**src/rtl/pcm_adc_pkg.sv**
```systemverilog
// pcm_adc_pkg: shared constants and helpers for the PCM1801/PCM1808 master-mode receiver.
// Build macro: PCM_ADC_RX_I2S_EN selects I2S framing (default left-justified).
package pcm_adc_pkg;

  // Frame geometry: SCKI/8 bit clock, SCKI/512 frame clock, 32 BCK per half-frame.
  localparam int FRAME_CLKS  = 512;
  localparam int BCK_DIV     = 8;
  localparam int SLOTS       = 32;
  localparam int PHASE_W     = 9;

  // Synchronised data becomes usable two flops after the BCK rising edge (p[2:0]=4).
  localparam int SHIFT_PHASE = 6;
  // Last cycle of the frame; every data bit has landed by now.
  localparam int LOAD_PHASE  = 511;

`ifdef PCM_ADC_RX_I2S_EN
  // I2S: one BCK of delay after the LRCK edge, LRCK low during the left half.
  localparam int first_slot  = 1;
  localparam bit LRCK_LEFT   = 1'b0;
`else
  // Left-justified: MSB in the first slot, LRCK high during the left half.
  localparam int first_slot  = 0;
  localparam bit LRCK_LEFT   = 1'b1;
`endif

  // True when the given slot of a half-frame carries one of the w_data captured bits.
  function automatic logic slot_has_data(input logic [4:0] slot, input int w_data);
    int s;
    s = int'(slot);
    return (s >= first_slot) && (s < first_slot + w_data);
  endfunction

  // LRCK level for a given half: p8 = 0 is the left half.
  function automatic logic lrck_level(input logic p8);
    return p8 ? ~LRCK_LEFT : LRCK_LEFT;
  endfunction

endpackage

```
**src/rtl/pcm_sync2.sv**
```systemverilog
// pcm_sync2: two-flop synchroniser for asynchronous board inputs into clk.
// Synchronous active-low reset clears both stages.
module pcm_sync2 (
  input  logic clk,
  input  logic rst_n,
  input  logic d,
  output logic q
);

  logic meta_q;
  logic sync_q;

  // Two back-to-back flops; meta_q may go metastable, sync_q is safe to use.
  always_ff @(posedge clk) begin
    if (!rst_n) begin
      meta_q <= 1'b0;
      sync_q <= 1'b0;
    end else begin
      meta_q <= d;
      sync_q <= meta_q;
    end
  end

  assign q = sync_q;

endmodule

```
**src/rtl/pcm_adc_rx.sv**
```systemverilog
// pcm_adc_rx: master-mode PCM1801/PCM1808 serial receiver in the SCKI domain.
// Generates BCK (clk/8) and LRCK (clk/512), deserialises DOUT MSB-first and
// presents each stereo pair with a one-cycle valid strobe at p = 0.
// Build macro: PCM_ADC_RX_I2S_EN selects I2S framing; undefined gives left-justified.
module pcm_adc_rx
  import pcm_adc_pkg::*;
#(
  parameter int w_data = 24
) (
  input  logic              clk,
  input  logic              rst_n,
  input  logic              pcm_dout,
  output logic              pcm_bck,
  output logic              pcm_lrck,
  output logic [w_data-1:0] left,
  output logic [w_data-1:0] right,
  output logic              valid
);

  logic [PHASE_W-1:0] p_q;
  logic [PHASE_W-1:0] p_d;
  logic               bck_q;
  logic               lrck_q;
  logic [w_data-1:0]  sl_q;
  logic [w_data-1:0]  sr_q;
  logic [w_data-1:0]  left_q;
  logic [w_data-1:0]  right_q;
  logic               valid_q;

  logic               dout_s;
  logic [4:0]         slot;
  logic               shift_en;
  logic               load_en;

  pcm_sync2 u_sync_dout (
    .clk   (clk),
    .rst_n (rst_n),
    .d     (pcm_dout),
    .q     (dout_s)
  );

  // Next phase, slot decode and the shift/load enables for the current cycle.
  always_comb begin
    p_d      = p_q + 1'b1;
    slot     = p_q[7:3];
    shift_en = (p_q[2:0] == 3'(SHIFT_PHASE)) && slot_has_data(slot, w_data);
    load_en  = (p_q == PHASE_W'(LOAD_PHASE));
  end

  // Frame counter, clock outputs, shift registers, sample registers and strobe.
  // BCK/LRCK are registered from the next phase so they track p exactly with no
  // combinational path to the pads.
  always_ff @(posedge clk) begin
    if (!rst_n) begin
      p_q     <= '0;
      bck_q   <= 1'b0;
      lrck_q  <= LRCK_LEFT;
      sl_q    <= '0;
      sr_q    <= '0;
      left_q  <= '0;
      right_q <= '0;
      valid_q <= 1'b0;
    end else begin
      p_q    <= p_d;
      bck_q  <= p_d[2];
      lrck_q <= lrck_level(p_d[8]);
      if (shift_en) begin
        if (p_q[8]) begin
          sr_q <= {sr_q[w_data-2:0], dout_s};
        end else begin
          sl_q <= {sl_q[w_data-2:0], dout_s};
        end
      end
      if (load_en) begin
        left_q  <= sl_q;
        right_q <= sr_q;
      end
      valid_q <= load_en;
    end
  end

  assign pcm_bck  = bck_q;
  assign pcm_lrck = lrck_q;
  assign left     = left_q;
  assign right    = right_q;
  assign valid    = valid_q;

endmodule

```
**config.mk**
```make
export PLATFORM = sky130hd
export DESIGN_NAME = pcm_adc_rx
export DESIGN_NICKNAME = d
export VERILOG_FILES = /design/src/rtl/pcm_adc_pkg.sv /design/src/rtl/pcm_sync2.sv /design/src/rtl/pcm_adc_rx.sv
export SDC_FILE = /design/constraint.sdc
export NUM_CORES = 1
export LEC_CHECK = 0
export ABC_CLOCK_PERIOD_IN_PS = 2500
export CAP_MARGIN = 20
export CORE_MARGIN = 1.5
export CORE_UTILIZATION = 50
export CTS_CLUSTER_SIZE = 10
export DETAILED_ROUTE_END_ITERATION = 10
export HOLD_SLACK_MARGIN = 0.02
export PLACE_DENSITY = 0.75
export SYNTH_ARGS = -nofsm -noshare
export SYNTH_HDL_FRONTEND = slang
export SYNTH_SLANG_ARGS = --single-unit
```
**constraint.sdc**
```tcl
create_clock -name clk -period 2.5 [get_ports clk]
set_input_delay 0.375 -clock clk [delete_from_list [all_inputs] [get_ports clk]]
set_output_delay 0.375 -clock clk [all_outputs]
set_load 0.02 [all_outputs]
```
==> summary.txt, run 1 <==
Critical Path RT - 2.12 ns
Largest stage delay, worst path - 0.66 ns
Distinct cells, synth - 26
PortBufs - 53
Hold WS - 0.449 ns
drt total wl - 6510 µm
TritonCTS Buffers - 9
drt first pass iters - 4
HPWL after detailed placement - 4090 µm
Cells after Synth - 367
IO Pins - 54
status - finished clean
top-area cell type share of the netlist area - 56.0%
CP bufs+invs - 1
Vias per Instance - 4.88
Tmin final - 1.91 ns
FP Rows - 32
CTS hold repair buffers - 0
Worst setup EP type - output pin
Clock Tree Buf Depth - 2
Yosys top cell by area - dfxtp_1
critical path, cell by cell - clkdlybuf4s50_1
overflow left after global routing - 0
clk_lat worst skew - 0.36 ns
Primary FF master, synth - dfxtp_1
final worst-path cycle share - 76.5%
Post-synth EDFFs - 0
Setup Crit Path Kind - register to output pin
Async S/R FF share, synth - 0%
CTS tree - yes
synthesized net count - 372
Yosys reg bits - 109
RSZ-0062 raised after global routing - no
final number of setup-violating endpoints - 0
Initial Util - 51.0%
leak pwr - 1.75 nW
CP top delay family - buffers and inverters
worst min-delay path category - register to register
setup bufs post-CTS - 0
DRC - 0
fin cells - 521
clk root buf - clkbuf_8
first-pass GRT wire length - 11,000 µm
overall routing resource usage - 16.3%
Layout fillers - 646
Global Route met1 Usage - 21.8%
GR Util met3 - 4.77%
Commonest cells post-synth - dfxtp_1, nand2_1, mux2i_1
highest clock rate - 0.523 GHz
worst endpoint data arrival time - 1.54 ns
post-route ant nets - 0
number of placed cells counting well taps - 505
Avg Cell Area, Syn - 10.6 µm²
routability cong. - 0.704
CTS sink cnt - 109
startpoint types - register
die width - 91.3 µm
Place WS - 0.788 ns
post-CTS sizing - 0
met2 Resource Use GR - 25.3%
fin worst setup slack - 0.588 ns
Clock Pin Slew Worst Setup and Hold Paths - 0.10 ns
DR iter-0 viols - 119
Worst slew margin - 37.3%
# diodes - 0
overall power - 2.89 mW
DIE HEIGHT - 91.3 µm
sequential area share after synthesis - 56.0%
PwrDens - 611 mW/mm²
top post-synthesis cells by area - dfxtp_1, mux2i_1, nand2_1
clk_skew - 0.0135 ns
Slew Viols, Final - 0
share of cells above drive strength 1 - 5.97%
largest net degree at the start of global routing - 103
CTS H-tree depth - 3
actual slew at the worst max-slew pin - 0.941 ns
setup TNS - 0 ns
final hold violation count - 0
worst-path fanout max - 8
busiest layer in global routing - met2
Final Net Count - 419
slowest stage cell, crit path - clkdlybuf4s50_1
Syn. warnings - 0
DR vias - 2,540
post-synthesis cell area - 0.00390 mm²
most instantiated library cell after synthesis - dfxtp_1
die area - 0.00834 mm²
initial antenna violation count - 0
Worst IR Drop VDD - 326 µV
max-cap violations - 0
Area Growth Syn to Fin - 21.3%
number of global-route vias before repair - 2,442
drt wl/cell - 12.5 µm
Core ar. - 0.00765 mm²
==> layer usage <==
metal,vias to the layer above,wire length (µm)
met4,0,58
met5,-,0
li1,1307,-
met3,4,217
met2,31,3020
met1,1198,3210
==> cell usage in the layout (no fill, tap or decap), drive strengths merged <==
cell | netlist | layout
nand2 | 102 | 102
xor2 | 1 | 1
mux2 | 1 | 1
clkdlybuf4s50 | 0 | 52
clkbuf | 10 | 10
nor2 | 1 | 1
inv | 2 | 4
o21ai | 2 | 2
xnor2 | 2 | 2
nand2b | 1 | 1
nand4 | 2 | 2
nor3 | 2 | 2
bufinv | 0 | 1
ha | 2 | 2
clkinv | 0 | 3
nor2b | 3 | 3
and2 | 7 | 7
mux2i | 98 | 98
a21boi | 2 | 2
buf | 13 | 7
nand3 | 4 | 4
dfxtp | 109 | 109
or3 | 2 | 2
and4b | 1 | 1
==> stage by stage <==
step / utilization (%) / cell area (µm²)
global placement: 59.1 / 4520
global route: 61.8 / 4730
CTS: 61.8 / 4730
finish: 61.8 / 4730
floorplan: - / 3900
detailed placement: 59.1 / 4520
==> flip-flops by register name, indices dropped and copies added, names as in the netlist <==
name	cells
sl_q	24
left	24
u_sync_dout.q	1
valid	1
pcm_lrck	1
p_q	9
sr_q	24
right	24
u_sync_dout.meta_q	1
==> path summary, 6_finish.rpt <==
path                       from       endpoint  slack, ns  cells past startpoint
min          u_sync_dout.meta_q  u_sync_dout.q       0.45                      1
min reg2reg  u_sync_dout.meta_q  u_sync_dout.q       0.45                      1
max reg2reg              p_q[0]        left[3]       0.78                      5
max                      p_q[2]        pcm_bck       0.59                      1
==> final cells by class <==
type                       count  area [µm²]  area share [%]
sequential                   109        2180            46.1
multi-input combinational    233        1610            34.0
timing repair buffer          59         598            12.6
clock buffer                  10         128            2.70
tap                          102         128            2.70
clock inverter                 6        78.8            1.67
inverter                       2        7.51           0.159
==> power breakdown <==
group / total [mW] / internal, mW / switching (mW)
Sequential: 1.75 / 1.74 / 0.00622
Clock: 1.09 / 0.484 / 0.608
Combinational: 0.0500 / 0.0153 / 0.0347
Total: 2.89 / 2.24 / 0.649
==> cell families (layout without fill, tap and decap cells) <==
| family | Yosys count | count (layout) | share of synthesized area (%) |
|---|---|---|---|
| multiplexers | 99 | 99 | 25.4 |
| adder cells (fa/ha/maj) | 2 | 2 | 0.642 |
| flip-flops | 109 | 109 | 56.0 |
| XOR/XNOR | 3 | 3 | 0.674 |
| buffers and inverters | 25 | 77 | 2.98 |
| AO/OA/AOI/OAI | 4 | 4 | 0.642 |
| AND/OR/NAND/NOR | 125 | 125 | 13.6 |
(Power assumes the default switching activity.)
==> run 2: changes to the inputs <==
--- a/config.mk
+++ b/config.mk
@@ -5,7 +5,7 @@
 export SDC_FILE = /design/constraint.sdc
 export NUM_CORES = 1
 export LEC_CHECK = 0
-export ABC_CLOCK_PERIOD_IN_PS = 2500
+export ABC_CLOCK_PERIOD_IN_PS = 1800
 export CAP_MARGIN = 20
 export CORE_MARGIN = 1.5
 export CORE_UTILIZATION = 50
==> constraint.sdc (replaced) <==
create_clock -name clk -period 1.8 [get_ports clk]
set_input_delay 0.27 -clock clk [delete_from_list [all_inputs] [get_ports clk]]
set_output_delay 0.27 -clock clk [all_outputs]
set_load 0.02 [all_outputs]
==> run 2 against run 1 <==
Compared with the run above: clock power increased by 28%; global-route usage increased by 0.18 points; via count increased by 1.9%; critical path depth increased by 4; sequential share of layout area decreased by 0.52 points; flip-flop and latch count unchanged; routed wire length increased by 3.0%; combinational power increased by 61%; die area unchanged; critical endpoint is now right[9]; largest power group unchanged.
==> summary.txt, run 2 (synthesized netlist as in run 1, its figures left out) <==
Setup Crit Path Kind - register to register (was register to output pin)
Worst IR Drop VDD - 567 µV (was 326 µV)
setup bufs post-CTS - 0 (unchanged)
TritonCTS Buffers - 9 (unchanged)
Clock Tree Buf Depth - 2 (unchanged)
overall power - 3.91 mW (was 2.89 mW)
drt total wl - 6700 µm (was 6510 µm)
dpl cell area - 0.00456 mm² (was 0.00452 mm²)
initial antenna violation count - 0 (unchanged)
Core ar. - 0.00765 mm² (unchanged)
# diodes - 0 (unchanged)
register area - 0.00218 mm² (unchanged)
RSZ-0062 raised after global routing - no (unchanged)
Worst slew margin - 74.9% (was 37.3%)
final number of setup-violating endpoints - 0 (unchanged)
commonest non-fill, non-tap cells in the layout - dfxtp_1, nand2_1, mux2i_1, clkdlybuf4s50_1, clkbuf_8 (unchanged)
final hold violation count - 0 (unchanged)
FP Rows - 32 (unchanged)
number of global-route vias before repair - 2,532 (was 2,442)
Tmin final - 1.72 ns
worst endpoint data arrival time - 2.01 ns (was 1.54 ns)
highest clock rate - 0.581 GHz
DR vias - 2,587 (was 2,540)
DIE HEIGHT - 91.3 µm (unchanged)
HPWL after detailed placement - 4420 µm (was 4090 µm)
DR iter-0 viols - 74 (was 119)
startpoint types - register (unchanged)
die width - 91.3 µm (unchanged)
overflow left after global routing - 0 (unchanged)
Worst setup EP type - register (was output pin)
post-route ant nets - 0 (unchanged)
Clock Pin Slew Worst Setup and Hold Paths - 0.10 ns (about the same)
CTS hold repair buffers - 0 (unchanged)
Area Growth Syn to Fin - 22.7% (was 21.3%)
PortBufs - 53 (unchanged)
CTS H-tree depth - 3 (unchanged)
Vias per Instance - 4.92 (was 4.88)
area of the multi-input gates - 0.00161 mm² (unchanged)
worst min-delay path category - input pin to register (was register to register)
IO Pins - 54 (unchanged)
overall routing resource usage - 16.5% (was 16.3%)
CTS tree - yes (unchanged)
reg2reg setup slack - 0.08 ns (was 0.78 ns)
PwrDens - 817 mW/mm² (was 611 mW/mm²)
drt wl/cell - 12.7 µm (was 12.5 µm)
most common cell after layout, fill and taps aside - dfxtp_1 (unchanged)
post-route cell area - 0.00478 mm² (was 0.00473 mm²)
actual slew at the worst max-slew pin - 0.376 ns (was 0.941 ns)
first-pass GRT wire length - 11,200 µm (was 11,000 µm)
largest net degree at the start of global routing - 39 (was 103)
worst-path fanout max - 18 (was 8)
share of cells above drive strength 1 - 7.31% (was 5.97%)
Initial Util - 51.0% (unchanged)
drt first pass iters - 4 (unchanged)
final worst-path cycle share - 95.6%
routability cong. - 0.717 (was 0.704)
Critical Path RT - 2.09 ns (was 2.12 ns)
DRC - 0 (unchanged)
status - finished clean (unchanged)
Final Net Count - 424 (was 419)
max-cap violations - 0 (unchanged)
Hold WS - 0.333 ns (was 0.449 ns)
clk_skew - 0.0110 ns (was 0.0135 ns)
clk root buf - clkbuf_8 (unchanged)
setup TNS - 0 ns (unchanged)
leak pwr - 1.79 nW (was 1.75 nW)
Layout fillers - 632 (was 646)
die area - 0.00834 mm² (unchanged)
clk_lat worst skew - 0.36 ns (about the same)
Slew Viols, Final - 0 (unchanged)
CTS sink cnt - 109 (unchanged)
## run 2: cell count changes in the layout (fill, tap and decap cells not counted)
cell / previous run / this run
buf_6: 0 / 1
clkbuf_1: 1 / 0
clkbuf_8: 9 / 10
inv_6: 0 / 4
clkinv_4: 3 / 0
buf_4: 5 / 7
buf_12: 2 / 3
clkinv_2: 0 / 1
inv_8: 2 / 1
bufinv_16: 1 / 0
clkbuf_16: 0 / 1
## run 2: repair_timing
action	in CTS	in global routing
setup endpoints to repair	0	6
endpoints found under the hold margin	0	0
gates resized for setup	0	1
## run 2: layer usage
layer / vias to the layer above / GRT usage [%] / routed length (µm)
met2: 44 / 26.9 / 3160
met5: - / 0 / 0
met1: 1213 / 20.8 / 3230
li1: 1323 / - / -
met3: 7 / 4.02 / 218
met4: 0 / 7.03 / 92
## run 2: final timing paths
check	from	to	cells after the start
max	p_q[0]	right[9]	5
min	rst_n	left[16]	3
max reg2reg	p_q[0]	right[9]	5
min reg2reg	u_sync_dout.meta_q	u_sync_dout.q	1
## run 2: worst max-delay path, cell delays in order, from the launching register on
cell       delay [ns]
dfxtp_1          0.42
ha_1             0.25
nand4_2          0.17
nor3_4           0.34
clkbuf_16        0.29
mux2i_1          0.19
## run 2: report_power, final
part           switching (mW)  total [mW]  leakage [nW]  internal, mW
Clock                   0.831        1.40         0.100         0.570
Sequential            0.00631        2.42         0.879          2.42
Combinational          0.0521      0.0804         0.807        0.0283
## run 2: stage by stage
step / util (%) / cells / worst slack [ns]
final: 62.5 / 526 / 0.0790
after floorplan: - / 367 / 0.198
after global routing: 62.5 / 526 / 0.00464
after detailed placement: 59.7 / 509 / 0.0876
after global placement: 59.7 / 509 / 0.203
after CTS: 62.2 / 525 / 0.0854
## run 2: cell type report
cell class	count	share of cell area [%]
sequential	109	45.6
multi-input combinational	233	33.6
timing repair buffer	64	14.0
clock buffer	10	2.88
tap	102	2.67
clock inverter	6	1.07
inverter	2	0.157
